File: config.mk
export PLATFORM = sky130hd
export DESIGN_NAME = calc_op_sequencer_flat
export DESIGN_NICKNAME = d
export VERILOG_FILES = /design/src/rtl/calc_op_sequencer_if.sv /design/src/rtl/calc_op_sequencer.sv /design/src/flat_wrapper.sv
export SDC_FILE = /design/constraint.sdc
export NUM_CORES = 1
export LEC_CHECK = 0
export BUFFER_PORTS_ARGS = -buffer_cell sky130_fd_sc_hd__buf_4
export CAP_MARGIN = 10
export CORE_MARGIN = 5
export CORE_UTILIZATION = 29
export CTS_BUF_LIST = sky130_fd_sc_hd__clkbuf_8 sky130_fd_sc_hd__clkbuf_16
export DETAILED_ROUTE_END_ITERATION = 12
export GPL_TIMING_DRIVEN = 0
export MAX_ROUTING_LAYER = met4
export SETUP_SLACK_MARGIN = 0.3
export SLEW_MARGIN = 10
export SYNTH_ARGS = -nofsm -noshare
export SYNTH_HDL_FRONTEND = slang
export SYNTH_SLANG_ARGS = --single-unit
File: constraint.sdc
create_clock -name clk -period 4.4 [get_ports clk]
set_input_delay 0.22 -clock clk [delete_from_list [all_inputs] [get_ports clk]]
set_output_delay 0.22 -clock clk [all_outputs]
set_load 0.02 [all_outputs]
File: src/rtl/calc_op_sequencer_if.sv
// calc_op_sequencer_if: pin-level bus between the sequencer and the accumulator calculator.
interface calc_op_sequencer_if;
    logic [7:0] calc_operand;
    logic [3:0] calc_op;
    logic       calc_strobe;
    logic [7:0] calc_result;
    logic [2:0] calc_flags;
    modport master(output calc_operand, calc_op, calc_strobe, input calc_result, calc_flags);
    modport slave(input calc_operand, calc_op, calc_strobe, output calc_result, calc_flags);
endinterface

File: src/rtl/calc_op_sequencer.sv
// calc_op_sequencer: runs a loadable (opcode, operand) program on the calculator, one strobe per word.
module calc_op_sequencer #(
    parameter int DEPTH  = 8,
    parameter int ADDR_W = 3
) (
    input  logic                clk,
    input  logic                rst_n,
    input  logic                prog_we,
    input  logic [ADDR_W-1:0]   prog_addr,
    input  logic [11:0]         prog_data,
    input  logic [ADDR_W:0]     prog_len,
    input  logic                start,
    input  logic                abort,
    input  logic                halt_on_ovf,
    calc_op_sequencer_if.master calc,
    output logic                busy,
    output logic                done,
    output logic                error,
    output logic [ADDR_W-1:0]   pc,
    output logic [7:0]          result,
    output logic [2:0]          flags
);
    localparam logic [ADDR_W:0]   DEPTH_W = (ADDR_W+1)'(DEPTH);
    localparam logic [ADDR_W:0]   ONE_L   = (ADDR_W+1)'(1);
    localparam logic [ADDR_W-1:0] ONE_PC  = ADDR_W'(1);
    typedef enum logic [2:0] {IDLE, FETCH, ISSUE, WAIT, DONE} state_t;
    state_t          state;
    logic [11:0]     mem [DEPTH];
    logic [ADDR_W:0] len, len_in;
    logic            hov, strobe_q, illegal, last;
    logic [3:0]      op_q;
    logic [7:0]      operand_q;
    logic [11:0]     word;
    assign len_in  = prog_len > DEPTH_W ? DEPTH_W : prog_len;
    assign word    = mem[pc];
    assign illegal = word[11:8] == 4'hB || word[11:8] == 4'hC;
    assign last    = {1'b0, pc} == len - ONE_L;
    assign calc.calc_strobe  = strobe_q;
    assign calc.calc_op      = op_q;
    assign calc.calc_operand = operand_q;
    always_ff @(posedge clk)
        if (prog_we && !busy) mem[prog_addr] <= prog_data;
    // strobe and done default low so each is a single-cycle pulse
    always_ff @(posedge clk or negedge rst_n) begin
        if (!rst_n) begin
            state     <= IDLE;
            strobe_q  <= 1'b0;
            busy      <= 1'b0;
            done      <= 1'b0;
            error     <= 1'b0;
            pc        <= '0;
            result    <= '0;
            flags     <= '0;
            op_q      <= '0;
            operand_q <= '0;
            len       <= '0;
            hov       <= 1'b0;
        end else begin
            strobe_q <= 1'b0;
            done     <= 1'b0;
            if (abort && state != IDLE) begin
                state <= IDLE;
                busy  <= 1'b0;
            end else begin
                case (state)
                    IDLE: if (start && !abort) begin
                        len   <= len_in;
                        hov   <= halt_on_ovf;
                        error <= 1'b0;
                        pc    <= '0;
                        busy  <= len_in != '0;
                        done  <= len_in == '0;
                        state <= len_in == '0 ? DONE : FETCH;
                    end
                    FETCH: begin
                        op_q      <= word[11:8];
                        operand_q <= word[7:0];
                        strobe_q  <= !illegal;
                        error     <= illegal;
                        busy      <= !illegal;
                        done      <= illegal;
                        state     <= illegal ? DONE : ISSUE;
                    end
                    ISSUE: state <= WAIT;
                    WAIT: begin
                        result <= calc.calc_result;
                        flags  <= calc.calc_flags;
                        if ((hov && calc.calc_flags[2]) || last) begin
                            error <= hov && calc.calc_flags[2];
                            busy  <= 1'b0;
                            done  <= 1'b1;
                            state <= DONE;
                        end else begin
                            pc    <= pc + ONE_PC;
                            state <= FETCH;
                        end
                    end
                    DONE: state <= IDLE;
                    default: state <= IDLE;
                endcase
            end
        end
    end
endmodule

File: src/flat_wrapper.sv
// flat-port wrapper written by rule: the top's interface ports become plain ports
module calc_op_sequencer_flat 
#(
    parameter int DEPTH  = 8,
    parameter int ADDR_W = 3
)
  (clk, rst_n, prog_we, prog_addr, prog_data, prog_len, start, abort, halt_on_ovf, busy, done, error, pc, result, flags, calc_calc_operand, calc_calc_op, calc_calc_strobe, calc_calc_result, calc_calc_flags);
  calc_op_sequencer_if calc_i ();
  input  logic clk;
  input  logic rst_n;
  input  logic prog_we;
  input  logic [ADDR_W-1:0] prog_addr;
  input  logic [11:0] prog_data;
  input  logic [ADDR_W:0] prog_len;
  input  logic start;
  input  logic abort;
  input  logic halt_on_ovf;
  output logic busy;
  output logic done;
  output logic error;
  output logic [ADDR_W-1:0] pc;
  output logic [7:0] result;
  output logic [2:0] flags;
  output wire logic [$bits(calc_i.calc_operand)-1:0] calc_calc_operand;
  output wire logic [$bits(calc_i.calc_op)-1:0] calc_calc_op;
  output wire logic [$bits(calc_i.calc_strobe)-1:0] calc_calc_strobe;
  input wire logic [$bits(calc_i.calc_result)-1:0] calc_calc_result;
  input wire logic [$bits(calc_i.calc_flags)-1:0] calc_calc_flags;
  assign calc_calc_operand = calc_i.calc_operand;
  assign calc_calc_op = calc_i.calc_op;
  assign calc_calc_strobe = calc_i.calc_strobe;
  assign calc_i.calc_result = calc_calc_result;
  assign calc_i.calc_flags = calc_calc_flags;
  calc_op_sequencer #(.DEPTH(DEPTH), .ADDR_W(ADDR_W)) u_core (.clk(clk), .rst_n(rst_n), .prog_we(prog_we), .prog_addr(prog_addr), .prog_data(prog_data), .prog_len(prog_len), .start(start), .abort(abort), .halt_on_ovf(halt_on_ovf), .calc(calc_i), .busy(busy), .done(done), .error(error), .pc(pc), .result(result), .flags(flags));
endmodule
==> summary.txt, run 1 <==
Run status
  – Status: finished clean

Pwr
  – Total power: 3.85 mW
  – Pwr per Cell Area: 561 nW/µm²
  – Max rail drop VDD: 0.276 mV
  – Leakage: 2.52 nW

Timing
  – RSZ-0062 raised after global routing: no
  – Max Fclk: 383 MHz
  – Period utilization: 59.4%
  – Min Clock Period, post-route: 2.61 ns
  – Setup violations, final: 0
  – Worst Max-Slew Pin Slew: 1.16 ns
  – Clock Skew: 0.00597 ns
  – Slew headroom: 21.8%
  – Final Hold Viols: 0
  – Slew Limit Fails: 0
  – Final TNS setup: 0 ns

Placement
  – Routability cong.: 0.788
  – Port Buffers: 64
  – Hpwl dp: 8200 µm
  – Placed Area: 6230 µm²
  – Placed Cells: 622

Layout
  – Post-route design area: 6860 µm²
  – Post-Layout Cell Count: 656
  – Fillers: 1,748
  – NumNets Final: 447
  – Fin util: 37.0%
  – Share of cells above drive strength 1: 37.0%
  – Antenna cell count: 0
  – Syn-to-layout area delta: 26.8%

Synthesis
  – Average instance area after synthesis: 16.8 µm²
  – Synthesized net count: 359
  – Top FF cell, synth: edfxtp_1
  – Post-synth EDFFs: 96
  – Count of unique library cells instantiated by Yosys: 46
  – Seq/Total Area, Yosys: 70.9%
  – Commonest cells in the netlist: 96 x edfxtp_1, 38 x dfrtp_1, 28 x nor2_1, 24 x mux4_2, 24 x nand2_1
  – Synthesized flop and latch total: 134
  – Yosys top cell by area: edfxtp_1
  – Count leader, synth: edfxtp_1
  – Synth Cell Area: 5410 µm²
  – Post-Synthesis Cells: 321
  – Top-area cell type share of the netlist area: 53.3%
  – Post-synth ARST share: 28.4%
  – Dominant cells by area after synthesis: edfxtp_1 53%, dfrtp_1 18%, mux4_2 10%, mux2_2 2.5%, nor2_1 1.9%
  – Ys Warns: 0

Routing
  – Drc violations: 0
  – WL met1: 5380 µm
  – DR vias: 3,118
  – Post-Route WL: 12,200 µm
  – Max Used Layer: met4
  – WL/cell: 18.7 µm
  – Antenna viol nets, final: 0
  – Met2 Wirelength: 5890 µm
  – Routed length on met3: 808 µm
  – DRT iter0 DRCs: 139
  – Initial DRT Pass Iterations: 5
  – Vias per std cell: 4.75

Clock tree
  – Root Buffer: clkbuf_16
  – Post-CTS setup buffers: 0
  – Clock buffer count from CTS: 17
  – Resized Gates After CTS: 0
  – CTS clk-pin slew, worst paths: 0.06 ns
  – CTS tree: yes
  – H-tree lvl count: 4
  – Clk sink count: 134
  – Clock Path Buffers: 2
  – Later-pin clock latency in the skew report: 0.41 ns

Critical path
  – Worst-path fanout max: 10
  – Setup CP Type: reg2reg
  – Startpoint Class: flip-flop
  – Required time of the critical path: 4.66 ns
  – Crit end category: flip-flop
  – CP arrival: 2.88 ns

Global routing
  – Overall Global Routing Usage: 12.3%
  – Initial antenna violation count: 0
  – Total grt overflow: 0
  – Largest net degree at the start of global routing: 39
  – Vias in the first global route: 3,334
  – First-pass GRT wire length: 19,000 µm

Run
  – Max Cap Viol: 0

Floorplanning
  – I/O Pins: 66
  – Initial Utilization: 29.2%
  – Chip width: 147 µm
  – Std cell rows: 50
  – DIE AREA: 21,500 µm²
  – Core area: 18,500 µm²
  – Die height: 147 µm

Worst hold path
  – Hold Crit Class: in2reg
## per-stage QoR
step | hold slack [ns] | worst slack [ns]
detailed placement | 0.252 | 1.72
global placement | 0.241 | 1.22
CTS | 0.0209 | 1.71
finish | 0.0351 | 1.79
floorplan | -0.0756 | 2.16
global route | 0.0272 | 1.56
## state kept, by name, summed over array words and instances (netlist names)
signal and flops:
u_core.busy 1, u_core.calc.calc_op 4, u_core.calc.calc_operand 8, u_core.calc.calc_strobe 1, u_core.done 1, u_core.error 1
u_core.flags 3, u_core.hov 1, u_core.len 4, u_core.mem 96, u_core.pc 3, u_core.result 8
u_core.state 3
## critical path, stage by stage, from the launching register on
cell and delay, ns:
dfrtp_1 0.42, buf_6 0.19, clkbuf_1 0.63, clkbuf_1 0.63
mux4_2 0.42, nand2_1 0.09, a31oi_1 0.08
## routing by layer
layer	vias up	GRT usage, %
met3	15	4.25
met2	101	19.2
met4	0	4.33
met1	1577	14.8
li1	1425	-
met5	-	-
## final cells by class
type | instances | area (µm²) | area share [%]
buffer | 15 | 72.6 | 1.06
clock buffer | 17 | 425 | 6.20
tap | 234 | 293 | 4.27
multi-input combinational | 166 | 1500 | 21.9
timing repair buffer | 69 | 531 | 7.74
clock inverter | 15 | 176 | 2.57
inverter | 6 | 22.5 | 0.328
sequential | 134 | 3830 | 55.9
## cells by family (layout without fill, tap and decap cells)
group / Yosys count / in the layout / synth area share [%]
and+or+nand+nor: 78 / 78 / 7.13
xor gates and xnor gates: 5 / 5 / 0.810
adders and majority gates: 2 / 2 / 0.463
muxes: 43 / 43 / 14.0
buffers and inverters: 21 / 122 / 1.76
AOI/OAI and AO/OA: 38 / 38 / 5.00
DFF: 134 / 134 / 70.9
## placed cells by master (no fill, tap or decap), drive strengths merged, types with 3 or more instances in the layout
master / count
inv: 9
mux4: 24
a21oi: 6
nor2b: 3
buf: 73
nand2b: 4
nand3b: 4
dfrtp: 38
nand2: 24
mux2i: 6
o21ai: 6
xnor2: 5
clkinv: 7
nor2: 28
nor3: 5
edfxtp: 96
clkbuf: 26
a31oi: 10
mux2: 13
bufinv: 3
## worst paths after layout
kind,cells past startpoint,slack [ns],endpoint,startpoint
max,6,1.79,u_core.calc.calc_operand[6]$_DFFE_PN0P_,u_core.pc[1]$_DFFE_PN0P_
min,1,0.04,u_core.mem[1][1]$_DFFE_PP_,prog_data[1]
max reg2reg,6,1.79,u_core.calc.calc_operand[6]$_DFFE_PN0P_,u_core.pc[1]$_DFFE_PN0P_
min reg2reg,1,0.50,u_core.result[5]$_DFFE_PN0P_,u_core.result[5]$_DFFE_PN0P_
max in group asynchronous,2,3.68,u_core.result[4]$_DFFE_PN0P_,rst_n
min in group asynchronous,2,0.35,u_core.calc.calc_operand[5]$_DFFE_PN0P_,rst_n
## timing repair
item                                    4_1_cts  5_1_grt
hold buffers                                  2        0
endpoints found under the setup margin        0        0
hold endpoints to repair                     39        0
## power breakdown
group / internal [mW] / total (mW) / switching [mW]
Sequential: 1.52 / 1.62 / 0.101
Combinational: 0.376 / 0.811 / 0.435
Clock: 0.892 / 1.42 / 0.526
Total: 2.79 / 3.85 / 1.06
Note: power is estimated with default switching activity, not from simulation.
==> run 2, diff against run 1 <==
==> constraint.sdc (replaced) <==
create_clock -name clk -period 2.45 [get_ports clk]
set_input_delay 0.1225 -clock clk [delete_from_list [all_inputs] [get_ports clk]]
set_output_delay 0.1225 -clock clk [all_outputs]
set_load 0.02 [all_outputs]
==> summary.txt, run 2 (same netlist as run 1, synthesis figures left out) <==
Layout
  – Max reg flops: 96
  – Fin util: 39.0%
  – Antenna cell count: 0
  – Syn-to-layout area delta: 33.5%
  – Share of cells above drive strength 1: 37.5%
  – NumNets Final: 478
  – Biggest register: u_core.mem
  – Most frequent cells in the layout: 96 x edfxtp_1, 71 x buf_4, 36 x dfrtp_1
  – Most common cell after layout, fill and taps aside: edfxtp_1

Floorplanning
  – Initial Utilization: 29.2%
  – Std cell rows: 50
  – Chip width: 147 µm
  – DIE AREA: 21,500 µm²
  – Die height: 147 µm
  – Core area: 18,500 µm²
  – I/O Pins: 66

Clock tree
  – Clk sink count: 134
  – Later-pin clock latency in the skew report: 0.43 ns
  – CTS tree: yes
  – H-tree lvl count: 4
  – Clock buffer count from CTS: 17
  – Root Buffer: clkbuf_16
  – Clock Path Buffers: 2
  – CTS clk-pin slew, worst paths: 0.06 ns

Routing
  – Initial DRT Pass Iterations: 5
  – Vias per std cell: 4.65
  – DR vias: 3,196
  – Drc violations: 0
  – DRT iter0 DRCs: 195
  – Antenna viol nets, final: 0
  – Post-Route WL: 12,300 µm
  – WL/cell: 18.0 µm

Placement
  – Hpwl dp: 8050 µm
  – Routability cong.: 0.812
  – Port Buffers: 64
  – Post-Place Setup Slack: -0.184 ns

Pwr
  – Total power: 6.85 mW
  – Reg power frac: 42.8%
  – Clock share of power: 34.5%
  – Leakage: 2.65 nW
  – Max rail drop VDD: 0.496 mV
  – Int Pwr: 4.87 mW
  – Sw frac: 28.9%
  – Net Switching: 1.98 mW
  – Share of power burned in combinational logic: 22.7%
  – Pwr per Cell Area: 948 nW/µm²

Critical path
  – Crit end category: flip-flop
  – Required time of the critical path: 2.74 ns
  – Worst-path fanout max: 8
  – Setup CP Type: reg2reg
  – Setup slack, reg-to-reg: 0.35 ns
  – CP arrival: 2.40 ns
  – Worst Setup SP: u_core.pc[1]$_DFFE_PN0P_
  – Startpoint Class: flip-flop
  – R2r startpoint: u_core.pc[1]$_DFFE_PN0P_

Run status
  – Status: finished clean

Global routing
  – Overall Global Routing Usage: 12.4%
  – Initial antenna violation count: 0
  – Largest net degree at the start of global routing: 39
  – Vias in the first global route: 3,401
  – Total grt overflow: 0
  – First-pass GRT wire length: 19,700 µm

Timing
  – Min Clock Period, post-route: 2.10 ns
  – RSZ-0062 raised after global routing: yes
  – Setup violations, final: 0
  – Period utilization: 85.8%
  – Slew Limit Fails: 0
  – Max Fclk: 476 MHz
  – Final TNS setup: 0 ns
  – Slew headroom: 33.2%
  – Clock Skew: 0.0262 ns
  – Final Hold Viols: 0
  – Worst Max-Slew Pin Slew: 0.994 ns
  – Post-route setup slack: 0.348 ns
  – Hold_ws: 0.0273 ns

Run
  – Max Cap Viol: 0

Worst hold path
  – Hold_sp: prog_len[2]
  – Hold Crit Class: in2reg
[run 2: cell types whose count changed in the layout (fill, tap and decap cells not counted), sizes merged]
cell	change
buf	+4
dlygate4sd3	+27
clkinvlp	+2
clkinv	-2
inv	+2
bufinv	-2
[run 2: critical path, stage by stage (launching register included)]
cell,delay (ns)
dfrtp_2,0.39
buf_12,0.15
mux4_2,0.54
mux2i_4,0.24
and4b_2,0.33
nor2_1,0.07
a211o_1,0.26
[run 2: cell type report]
| class | instances | area (µm²) |
|---|---|---|
| Buffer | 15 | 101 |
| Clock buffer | 17 | 425 |
| Inverter | 6 | 22.5 |
| Clock inverter | 15 | 134 |
| Tap cell | 234 | 293 |
| Timing Repair Buffer | 100 | 831 |
| Fill cell | 1719 | 11300 |
| Multi-Input combinational cell | 166 | 1580 |
| Sequential cell | 134 | 3840 |
[run 2: path summary, 6_finish.rpt]
kind / endpoint / cells past startpoint
min in group asynchronous: u_core.calc.calc_op[3]$_DFFE_PN0P_ / 2
worst min-delay path: u_core.len[2]$_DFFE_PN0P_ / 3
worst min register to register: u_core.result[6]$_DFFE_PN0P_ / 1
worst max register to register: u_core.busy$_DFFE_PN0P_ / 6
max in group asynchronous: u_core.pc[1]$_DFFE_PN0P_ / 2
worst max-delay path: u_core.busy$_DFFE_PN0P_ / 6
[run 2: through the flow]
| step | cells | instance area, µm² |
|---|---|---|
| after global routing | 687 | 7220 |
| after detailed placement | 621 | 6230 |
| after floorplan | 321 | 5410 |
| after CTS | 682 | 7150 |
| final | 687 | 7220 |
| after global placement | 619 | 6190 |
[run 2: metal layers]
layer  vias to the layer above  part of all wire (%)  wire length (µm)  global-route usage, %
li1                       1488                     -                 -                      -
met1                      1598                    43              5280                   15.3
met2                       106                    50              6190                   19.9
met3                         4                   6.7               824                   3.66
met4                         0                  0.31                38                   3.67
met5                         -                     0                 0                      -
[run 2: power groups by stage]
stage / combinational (mW) / sequential [mW] / clock (mW)
2_1_floorplan: 0.625 / 3.17 / 0
3_3_place_gp: 1.44 / 2.96 / 0
3_5_place_dp: 1.47 / 2.97 / 0
4_1_cts: 1.54 / 2.93 / 2.42
5_1_grt: 1.68 / 2.97 / 2.52
6_report: 1.55 / 2.93 / 2.36
[run 2: timing repair]
| action | 4_1_cts | 5_1_grt |
|---|---|---|
| gates resized for setup | 17 | 9 |
| hold buffers | 29 | 0 |
| buffers inserted | 0 | 5 |
| hold endpoints to repair | 150 | 0 |
| endpoints found under the setup margin | 27 | 52 |
| pin swaps | 1 | 0 |
==> run 3, diff against run 2 <==
--- a/config.mk
+++ b/config.mk
@@ -5,16 +5,16 @@
 export SDC_FILE = /design/constraint.sdc
 export NUM_CORES = 1
 export LEC_CHECK = 0
-export BUFFER_PORTS_ARGS = -buffer_cell sky130_fd_sc_hd__buf_4
 export CAP_MARGIN = 10
 export CORE_MARGIN = 5
 export CORE_UTILIZATION = 29
 export CTS_BUF_LIST = sky130_fd_sc_hd__clkbuf_8 sky130_fd_sc_hd__clkbuf_16
 export DETAILED_ROUTE_END_ITERATION = 12
+export DONT_BUFFER_PORTS = 1
 export GPL_TIMING_DRIVEN = 0
 export MAX_ROUTING_LAYER = met4
-export SETUP_SLACK_MARGIN = 0.3
-export SLEW_MARGIN = 10
+export SETUP_SLACK_MARGIN = 0.15
+export SLEW_MARGIN = 25
 export SYNTH_ARGS = -nofsm -noshare
 export SYNTH_HDL_FRONTEND = slang
 export SYNTH_SLANG_ARGS = --single-unit
==> summary.txt, run 3 (same netlist as run 1, synthesis figures left out) <==
Timing
  – Setup violations, final: 0
  – Min Clock Period, post-route: 2.23 ns
  – Period utilization: 90.9%
  – Final Hold Viols: 0
  – Worst Max-Slew Pin Slew: 1.07 ns
  – Slew Limit Fails: 0
  – Clock Skew: 0.0107 ns
  – Max Fclk: 449 MHz
  – RSZ-0062 raised after global routing: yes
  – Slew headroom: 27.9%

Critical path
  – R2r startpoint: u_core.pc[1]$_DFFE_PN0P_
  – Setup slack, reg-to-reg: 0.22 ns
  – Worst-path fanout max: 8
  – Slowest cell on crit path: mux4_2
  – CP arrival: 2.52 ns
  – Reg2reg end: u_core.busy$_DFFE_PN0P_
  – Required time of the critical path: 2.74 ns
  – Crit-path max cell delay: 0.55 ns
  – Cells along the critical path: buf_12 > mux4_2 > mux2i_4 > and4b_2 > nor2_1 > a211o_1
  – Setup CP Type: reg2reg
  – Worst R2R Path Depth: 6
  – Startpoint Class: flip-flop
  – Crit end category: flip-flop

Placement
  – Routability cong.: 0.779
  – Port Buffers: 0
  – Hpwl dp: 7920 µm

Clock tree
  – Later-pin clock latency in the skew report: 0.41 ns
  – CTS tree: yes
  – Clock Path Buffers: 2
  – Clock buffer count from CTS: 17
  – Root Buffer: clkbuf_16
  – CTS clk-pin slew, worst paths: 0.06 ns
  – H-tree lvl count: 4
  – Clk sink count: 134
  – Post-CTS setup buffers: 0

Worst hold path
  – Hold endpoint: u_core.mem[0][8]$_DFFE_PP_
  – Hold_sp: prog_addr[1]
  – Hold Crit Depth: 2
  – Hold Crit Class: in2reg

Routing
  – Max Used Layer: met4
  – Initial DRT Pass Iterations: 5
  – Antenna viol nets, final: 0
  – DRT iter0 DRCs: 167
  – Routed length on met3: 973 µm
  – WL/cell: 19.8 µm
  – DR vias: 3,031
  – Drc violations: 0
  – Met2 Wirelength: 6350 µm
  – Vias per std cell: 4.85
  – Post-Route WL: 12,400 µm
  – WL met1: 4950 µm

Global routing
  – Overall Global Routing Usage: 12.4%
  – First-pass GRT wire length: 19,000 µm
  – Initial antenna violation count: 0
  – Vias in the first global route: 3,221
  – Total grt overflow: 0
  – Largest net degree at the start of global routing: 39

Pwr
  – Leakage: 2.36 nW
  – Max rail drop VDD: 0.551 mV
  – Total power: 6.56 mW
  – Pwr per Cell Area: 968 nW/µm²

Floorplanning
  – Die height: 147 µm
  – Std cell rows: 50
  – DIE AREA: 21,500 µm²
  – Initial Utilization: 29.2%
  – Chip width: 147 µm
  – I/O Pins: 66
  – Core area: 18,500 µm²

Layout
  – Fin util: 36.6%
  – Syn-to-layout area delta: 25.4%
  – Most frequent cells in the layout: 96 x edfxtp_1, 35 x dfrtp_1, 33 x dlygate4sd3_1
  – Share of cells above drive strength 1: 26.6%
  – Antenna cell count: 0
  – Max reg flops: 96
  – Biggest register: u_core.mem
  – Fillers: 1,744
  – Most common cell after layout, fill and taps aside: edfxtp_1
  – NumNets Final: 416

Run
  – Max Cap Viol: 0

Run status
  – Status: finished clean
run 3: area by class of cell:
cell class / instances / area, µm² / area share, %
flip-flops and latches: 134 / 3840 / 56.6
repair buffers: 38 / 395 / 5.83
clock buffers: 17 / 425 / 6.27
multi-input cells: 166 / 1560 / 23.0
plain buffers: 15 / 93.8 / 1.38
inverters: 6 / 22.5 / 0.332
clock inverters: 15 / 156 / 2.31
well taps: 234 / 293 / 4.32
run 3: metrics by stage:
| stage | std cells | cell area [µm²] | hold WS [ns] | setup slack, ns | setup TNS (ns) |
|---|---|---|---|---|---|
| floorplan | 321 | 5410 | -0.173 | 0.207 | 0 |
| global placement | 555 | 5700 | -0.172 | -0.800 | -23.30 |
| detailed placement | 559 | 5770 | -0.172 | -0.344 | -4.18 |
| CTS | 625 | 6740 | 0.0652 | 0.159 | 0 |
| global route | 625 | 6780 | 0.0734 | 0.128 | 0 |
| finish | 625 | 6780 | 0.0875 | 0.224 | 0 |
run 3: critical path: cells and delay by family (launching register included):
family                 cells  cell delay, ns
flip-flops                 1            0.47
multiplexers               2            0.80
AND/OR/NAND/NOR            2            0.39
buffers and inverters      1            0.17
AO/OA/AOI/OAI              1            0.26
run 3: per-layer routing:
metal | vias up | global-route usage (%)
li1 | 1365 | -
met1 | 1546 | 13.8
met2 | 109 | 20.7
met3 | 11 | 4.47
met4 | 0 | 3.81
met5 | - | -
run 3: where the power goes:
part / switching, mW / internal (mW) / total (mW) / leakage [nW]
clock: 0.965 / 1.50 / 2.46 / 0.282
sequential: 0.489 / 2.73 / 3.22 / 1.32
combinational: 0.439 / 0.440 / 0.880 / 0.755
total: 1.89 / 4.67 / 6.56 / 2.36
run 3: timing repair:
action / in CTS / in global routing
hold endpoints to repair: 155 / 0
endpoints found under the setup margin: 15 / 28
pin swaps: 1 / 0
hold buffers: 34 / 0
gates resized for setup: 11 / 10
run 3: how the worst max path moves through the flow:
stage / startpoint / end
floorplan: u_core.busy$_DFFE_PN0P_ / u_core.mem[0][0]$_DFFE_PP_
global placement: u_core.busy$_DFFE_PN0P_ / u_core.mem[0][4]$_DFFE_PP_
detailed placement: u_core.pc[1]$_DFFE_PN0P_ / u_core.calc.calc_operand[0]$_DFFE_PN0P_
CTS: u_core.pc[2]$_DFFE_PN0P_ / u_core.busy$_DFFE_PN0P_
global route: u_core.pc[1]$_DFFE_PN0P_ / u_core.busy$_DFFE_PN0P_
finish: u_core.pc[1]$_DFFE_PN0P_ / u_core.busy$_DFFE_PN0P_
